## config.mk

```make
export PLATFORM = sky130hd
export DESIGN_NAME = md_unit
export DESIGN_NICKNAME = d
export VERILOG_FILES = /design/src/rtl/md_pkg.sv /design/src/rtl/md_calc.sv /design/src/rtl/md_unit.sv
export SDC_FILE = /design/constraint.sdc
export NUM_CORES = 2
export LEC_CHECK = 0
export CAP_MARGIN = 20
export CORE_MARGIN = 2
export CORE_UTILIZATION = 53
export CTS_CLUSTER_SIZE = 14
export DETAILED_ROUTE_END_ITERATION = 10
export MAX_ROUTING_LAYER = met4
export PLACE_DENSITY = 0.7
export SLEW_MARGIN = 40
export SYNTH_ARGS = -nofsm -noshare
export SYNTH_HDL_FRONTEND = slang
export SYNTH_SLANG_ARGS = --single-unit
```

## constraint.sdc

```tcl
create_clock -name clk -period 5.15 [get_ports clk]
set_input_delay 0.515 -clock clk [delete_from_list [all_inputs] [get_ports clk]]
set_output_delay 0.515 -clock clk [all_outputs]
set_load 0.02 [all_outputs]
```

## src/rtl/md_pkg.sv

```systemverilog
// +--------------------------------------------------------------------------+
// | md_pkg : shared encodings and default latencies for the MIPS mult/div    |
// |          unit (md_unit, md_calc).                                        |
// | Revision: 1.0                                                            |
// +--------------------------------------------------------------------------+
`default_nettype none

package md_pkg;

    typedef enum logic [1:0] {
        MD_MULT  = 2'd0,
        MD_MULTU = 2'd1,
        MD_DIV   = 2'd2,
        MD_DIVU  = 2'd3
    } md_op_t;

    typedef enum logic [0:0] {
        MD_IDLE = 1'b0,
        MD_BUSY = 1'b1
    } md_state_t;

    localparam int MD_DEF_MULT_CYCLES = 5;
    localparam int MD_DEF_DIV_CYCLES  = 10;

    function automatic int md_max(input int a, input int b);
        return (a > b) ? a : b;
    endfunction

endpackage

`default_nettype wire

```

## src/rtl/md_calc.sv

```systemverilog
// +--------------------------------------------------------------------------+
// | md_calc : combinational {hi,lo} result generator for mult/multu/div/divu.|
// |           Divider present only when MD_UNIT_DIV_EN is defined.           |
// | Revision: 1.0                                                            |
// +--------------------------------------------------------------------------+
`default_nettype none

module md_calc
    import md_pkg::*;
#(
    parameter int WIDTH = 32
) (
    input  logic [1:0]       op,
    input  logic [WIDTH-1:0] src_a,
    input  logic [WIDTH-1:0] src_b,
    output logic [WIDTH-1:0] hi_next,
    output logic [WIDTH-1:0] lo_next,
    output logic             accept,
    output logic             write
);

    logic                 w_sgn;
    logic                 w_is_div;
    logic [2*WIDTH-1:0]   w_ea;
    logic [2*WIDTH-1:0]   w_eb;
    logic [2*WIDTH-1:0]   w_prod;

    // Signed ops have op[0]=0; extending to 2*WIDTH makes one multiplier serve both.
    assign w_sgn    = ~op[0];
    assign w_is_div = op[1];
    assign w_ea     = w_sgn ? {{WIDTH{src_a[WIDTH-1]}}, src_a} : {{WIDTH{1'b0}}, src_a};
    assign w_eb     = w_sgn ? {{WIDTH{src_b[WIDTH-1]}}, src_b} : {{WIDTH{1'b0}}, src_b};
    assign w_prod   = w_ea * w_eb;

`ifdef MD_UNIT_DIV_EN
    logic             w_neg_a;
    logic             w_neg_b;
    logic             w_div_zero;
    logic [WIDTH-1:0] w_mag_a;
    logic [WIDTH-1:0] w_mag_b;
    logic [WIDTH-1:0] w_dvsr;
    logic [WIDTH-1:0] w_q;
    logic [WIDTH-1:0] w_r;
    logic [WIDTH-1:0] w_quo;
    logic [WIDTH-1:0] w_rem;

    // Magnitude division; most-negative / -1 wraps back to most-negative with rem 0.
    assign w_neg_a    = w_sgn & src_a[WIDTH-1];
    assign w_neg_b    = w_sgn & src_b[WIDTH-1];
    assign w_mag_a    = w_neg_a ? (~src_a + 1'b1) : src_a;
    assign w_mag_b    = w_neg_b ? (~src_b + 1'b1) : src_b;
    assign w_div_zero = (src_b == '0);
    assign w_dvsr     = w_div_zero ? {{(WIDTH-1){1'b0}}, 1'b1} : w_mag_b;
    assign w_q        = w_mag_a / w_dvsr;
    assign w_r        = w_mag_a % w_dvsr;
    assign w_quo      = (w_neg_a ^ w_neg_b) ? (~w_q + 1'b1) : w_q;
    assign w_rem      = w_neg_a ? (~w_r + 1'b1) : w_r;
`endif

    always_comb begin
        hi_next = w_prod[2*WIDTH-1:WIDTH];
        lo_next = w_prod[WIDTH-1:0];
        accept  = 1'b1;
        write   = 1'b1;
        if (w_is_div) begin
`ifdef MD_UNIT_DIV_EN
            hi_next = w_rem;
            lo_next = w_quo;
            write   = ~w_div_zero;
`else
            accept  = 1'b0;
            write   = 1'b0;
`endif
        end
    end

endmodule

`default_nettype wire

```

## src/rtl/md_unit.sv

```systemverilog
// +--------------------------------------------------------------------------+
// | md_unit : multi-cycle multiply/divide unit with HI/LO registers.         |
// |           DIV/DIVU enabled by defining MD_UNIT_DIV_EN.                   |
// | Revision: 1.0                                                            |
// +--------------------------------------------------------------------------+
`default_nettype none

module md_unit
    import md_pkg::*;
#(
    parameter int WIDTH       = 32,
    parameter int MULT_CYCLES = MD_DEF_MULT_CYCLES,
    parameter int DIV_CYCLES  = MD_DEF_DIV_CYCLES
) (
    input  logic             clk,
    input  logic             reset,
    input  logic             start,
    input  logic [1:0]       op,
    input  logic [WIDTH-1:0] src_a,
    input  logic [WIDTH-1:0] src_b,
    input  logic             hi_we,
    input  logic             lo_we,
    input  logic [WIDTH-1:0] wdata,
    output logic             busy,
    output logic             done,
    output logic [WIDTH-1:0] hi,
    output logic [WIDTH-1:0] lo
);

    localparam int CW = $clog2(md_max(MULT_CYCLES, DIV_CYCLES) + 1);
    localparam logic [CW-1:0] MULT_CNT = CW'(MULT_CYCLES);
    localparam logic [CW-1:0] DIV_CNT  = CW'(DIV_CYCLES);
    localparam logic [CW-1:0] CNT_ONE  = CW'(1);

    md_state_t        r_state;
    logic [CW-1:0]    r_cnt;
    logic [WIDTH-1:0] r_sh_hi;
    logic [WIDTH-1:0] r_sh_lo;
    logic             r_sh_we;
    logic [WIDTH-1:0] r_hi;
    logic [WIDTH-1:0] r_lo;
    logic             r_busy;
    logic             r_done;

    logic [WIDTH-1:0] w_hi_next;
    logic [WIDTH-1:0] w_lo_next;
    logic             w_accept;
    logic             w_write;

    md_calc #(
        .WIDTH   (WIDTH)
    ) u_calc (
        .op      (op),
        .src_a   (src_a),
        .src_b   (src_b),
        .hi_next (w_hi_next),
        .lo_next (w_lo_next),
        .accept  (w_accept),
        .write   (w_write)
    );

    always_ff @(posedge clk or posedge reset) begin
        if (reset) begin
            r_state <= MD_IDLE;
            r_cnt   <= '0;
            r_sh_hi <= '0;
            r_sh_lo <= '0;
            r_sh_we <= 1'b0;
            r_hi    <= '0;
            r_lo    <= '0;
            r_busy  <= 1'b0;
            r_done  <= 1'b0;
        end else begin
            r_done <= 1'b0;
            case (r_state)
                MD_IDLE: begin
                    // start takes priority over mthi/mtlo, even when it is a no-op.
                    if (start) begin
                        if (w_accept) begin
                            r_sh_hi <= w_hi_next;
                            r_sh_lo <= w_lo_next;
                            r_sh_we <= w_write;
                            r_cnt   <= op[1] ? DIV_CNT : MULT_CNT;
                            r_busy  <= 1'b1;
                            r_state <= MD_BUSY;
                        end
                    end else begin
                        if (hi_we) r_hi <= wdata;
                        if (lo_we) r_lo <= wdata;
                    end
                end
                MD_BUSY: begin
                    if (r_cnt == CNT_ONE) begin
                        if (r_sh_we) begin
                            r_hi <= r_sh_hi;
                            r_lo <= r_sh_lo;
                        end
                        r_cnt   <= '0;
                        r_done  <= 1'b1;
                        r_busy  <= 1'b0;
                        r_state <= MD_IDLE;
                    end else begin
                        r_cnt <= r_cnt - CNT_ONE;
                    end
                end
                default: begin
                    r_busy  <= 1'b0;
                    r_state <= MD_IDLE;
                end
            endcase
        end
    end

    assign busy = r_busy;
    assign done = r_done;
    assign hi   = r_hi;
    assign lo   = r_lo;

endmodule

`default_nettype wire

```

==> impl_table.tex <==
\begin{tabular}{lr}
\hline
Metric & Value \\
\hline
\multicolumn{2}{l}{\textbf{Global route}} \\
\quad Initial antenna violation count & 5 \\
\quad Remaining global-route overflow & 0 \\
\quad Number of global-route vias before repair & approximately 45k \\
\quad First-pass GRT wire length & 254800 um \\
\quad Total routing usage reported by global routing & about 34\% \\
\quad Largest net degree at the start of global routing & 103 \\
\multicolumn{2}{l}{\textbf{Timing}} \\
\quad Slew at the pin closest to its max-slew limit & 723.7 ps \\
\quad Slack of the critical path & -3535 ps \\
\quad Tcrit/Tclk final & 168.6\% \\
\quad Worst clock skew & 11.77 ps \\
\quad Fmax achieved & 115.1 MHz \\
\quad Endpoints failing hold & 0 \\
\quad Setup repair after global routing missed its margin & yes \\
\quad Final critical-path required period & 8685 ps \\
\quad Setup\_tns & -147740 ps \\
\quad Number of setup violations in the final report & 57 \\
\quad Worst slew margin relative to its limit & roughly half \\
\quad Max-slew violation count & 0 \\
\multicolumn{2}{l}{\textbf{Routing}} \\
\quad Final Routed Wirelength & 162700 um \\
\quad Count of nets left with antenna violations after detail routing & 0 \\
\quad First-pass iteration count of the detailed router & 6 \\
\quad Drt wl/cell & around 21 um \\
\quad DR vias & 40.78k \\
\quad Number of remaining DRC errors & 0 \\
\quad Iteration-0 DRC count of the detailed router & 2978 \\
\quad Via density & 5.287 \\
\multicolumn{2}{l}{\textbf{Synth}} \\
\quad Cell with the most instances after synthesis & inv\_1 \\
\quad Cell types occupying the most area after synthesis & fa\_1 53\%, inv\_1 11\%, ha\_1 7.3\% \\
\quad Leading post-synthesis cells by instance count & 1516 x inv\_1, 1418 x fa\_1, 632 x nand2\_1 \\
\quad Avg Cell Area, Syn & $\sim$9.4 um2 \\
\quad Number of distinct library cells after synthesis & 62 \\
\quad Number of nets produced by synthesis & approximately 7.5k \\
\quad Sequential area share after synthesis & 6.397\% \\
\quad Area leader, netlist & fa\_1 \\
\quad Combined area of all synthesized cells & 0.05320 mm2 \\
\quad Number of warnings reported in the yosys synthesis log & 0 \\
\quad Synth Instances & approximately 5.7k \\
\quad Number of synthesized flops with an enable pin & 0 \\
\quad Flops \& latches, synth & around 140 \\
\quad Most instantiated flip-flop cell in the synthesis netlist & dfrtp\_1 \\
\quad Yosys top cell area share & 53.36\% \\
\quad Fraction of registers with async set or reset after synthesis & 100.0\% \\
\multicolumn{2}{l}{\textbf{Critical path}} \\
\quad Buf+Inv Stages, Crit Path & 9 \\
\quad Reg-to-reg slack, setup & around 2400 ps \\
\quad Critical path type & input pin to flip-flop \\
\quad Required time at the worst-slack endpoint & 5450 ps \\
\quad Kind of cell with the highest combined delay on the critical path & adder cells \\
\quad Capturing element of the worst setup path & r\_sh\_hi[31] \\
\quad Launch point of the worst reg-to-reg path & r\_state \\
\quad Endpoint of the most critical register-to-register path & hi[0] \\
\quad Worst setup EP type & flip-flop \\
\quad Logic depth of the worst setup path including buffers & 31 \\
\quad Largest driver fanout on the critical path & 10 \\
\quad Critical path's most frequent cell & fa\_1 \\
\quad Delay of the slowest cell on the worst path & 570 ps \\
\quad Worst r2r path cells & 6 \\
\quad Endpoint arrival time on the critical path & 8980 ps \\
\quad Critical path origin & src\_a[31] \\
\quad Kind of launch point of the worst setup path & input pin \\
\quad Highest-delay cell along the critical path & fa\_1 \\
\multicolumn{2}{l}{\textbf{Finish}} \\
\quad Post-layout nets & roughly 8k \\
\quad Fraction of final layout cells with drive strength greater than 1 & 21.26\% \\
\quad Area added between synthesis and finish & 25.00\% \\
\quad Register area & around 0.0034 mm2 \\
\quad Multi-input combinational cell area & 0.04530 mm2 \\
\quad \# fillers & between 7k and 8k \\
\quad Area of all placed cells without fillers & 0.06650 mm2 \\
\multicolumn{2}{l}{\textbf{Outcome}} \\
\quad Failing checks & negative setup slack \\
\quad Outcome & finished with violations \\
\multicolumn{2}{l}{\textbf{Clock tree}} \\
\quad Hold buffer count at CTS & 0 \\
\quad Number of sinks on the clock net & roughly 140 \\
\quad Clock Tree Root & clkbuf\_16 \\
\quad TritonCTS buffer count & 17 \\
\quad Clock slew at the register clock pins of the worst setup and hold paths & roughly 60 ps \\
\quad Worst-skew pair later-pin latency & between 400 and 500 ps \\
\quad CTS tree & built \\
\quad H-tree levels & 4 \\
\quad Buffer depth of the longest clock path & 2 \\
\multicolumn{2}{l}{\textbf{Placed design}} \\
\quad DP Wirelength & 134400 um \\
\quad Cell Area, Placed & $\sim$0.062 mm2 \\
\quad Gp weighted congestion & 0.9866 \\
\quad Count of buffers from port buffering & 168 \\
\multicolumn{2}{l}{\textbf{Die}} \\
\quad Count of standard-cell rows & 116 \\
\quad Starting density of the core & between 50\% and 60\% \\
\quad Die Wd & 320.8 um \\
\quad Die Span Y & around 320 um \\
\quad Core region area & 0.09986 mm2 \\
\quad Num ports & 169 \\
\quad Die area & approximately 0.10 mm2 \\
\multicolumn{2}{l}{\textbf{Hold path}} \\
\quad Hold WC Path Type & flip-flop to flip-flop \\
\multicolumn{2}{l}{\textbf{Flow run}} \\
\quad Number of violations of the max-capacitance limit & 0 \\
\hline
\end{tabular}
[how the worst min path moves through the flow]
stage	from	end	slack, ps	cells after the start
final	r_sh_we	r_sh_we	470	1
after detailed placement	r_sh_we	r_sh_we	460	1
after global routing	r_sh_we	r_sh_we	500	1
after CTS	r_sh_we	r_sh_we	470	1
after floorplan	r_sh_we	r_sh_we	440	1
after global placement	r_sh_we	r_sh_we	450	1
[flip-flops by register name (all words and copies together), names as in the netlist, 4 cells and up]
signal	cells
lo	32
r_cnt	4
hi	32
r_sh_hi	32
r_sh_lo	32
[worst reg2reg max path, stage by stage, from the launching register on]
cell	delay, ps
dfrtp_4	750
buf_4	560
nor2_1	160
nor2_4	560
buf_4	450
nor2_1	80
a21oi_1	140
[metrics by stage]
| step | worst slack, ps | hold WS, ps | std cells | utilization [%] |
|---|---|---|---|---|
| 4_1_cts | -3502 | 473.6 | 7674 | 65.33 |
| 2_1_floorplan | -3199 | 435.0 | 5659 | - |
| 3_5_place_dp | -4150 | 456.1 | 7552 | 62.45 |
| 5_1_grt | -3765 | 497.8 | 7712 | 66.59 |
| 6_report | -3535 | 469.2 | 7713 | 66.59 |
| 3_3_place_gp | -4063 | 450.5 | 7550 | 62.41 |
[metal layers]
metal / global-route usage (%) / vias up / share of wire (%)
li1: - / 17680 / -
met3: 6.164 / 356 / 8.8
met5: - / - / 0
met4: 9.097 / 0 / 3.5
met2: 53.25 / 1774 / 47
met1: 44.70 / 20970 / 41
[final cells by class]
type	instances	area share (%)
clock buffers	19	0.6661
clock inverters	13	0.2183
multi-input cells	3733	68.12
well taps	1298	2.442
flip-flops and latches	136	5.124
repair buffers	995	14.84
inverters	1516	8.569
diodes	3	0.01129
[timing repair]
item                       CTS  global route
gates resized for setup    432           298
setup endpoints to repair   58            57
pin swaps                  185           193
cloned                      22             2
buffers inserted            71            43
[cell usage in the layout (no fill, tap or decap), types with 43 or more instances in the layout]
cell / n
buf_4: 605
buf_12: 98
ha_4: 60
xnor2_1: 69
a21oi_1: 169
clkdlybuf4s50_1: 110
inv_2: 77
fa_2: 94
and2_1: 549
dfrtp_1: 135
inv_1: 1438
nand2_1: 593
ha_1: 249
fa_1: 1324
nor2_1: 105
buf_6: 94
o21ai_1: 43
[cell families (layout without fill, tap and decap cells)]
family                   after synthesis  in the layout  share of synthesized area (%)
buffers and inverters               1790           2543                          12.66
adder cells (fa/ha/maj)             1729           1729                          60.67
XOR/XNOR                             117            117                          1.926
other                                  0              3                              0
AO/OA/AOI/OAI                        411            411                          4.492
flip-flops                           136            136                          6.397
AND/OR/NAND/NOR                     1471           1471                          13.76
multiplexers                           5              5                        0.09643
Power is left out: the tool's default activity adds up to more than one toggle a clock period on the data nets, which glitch-free logic cannot reach.
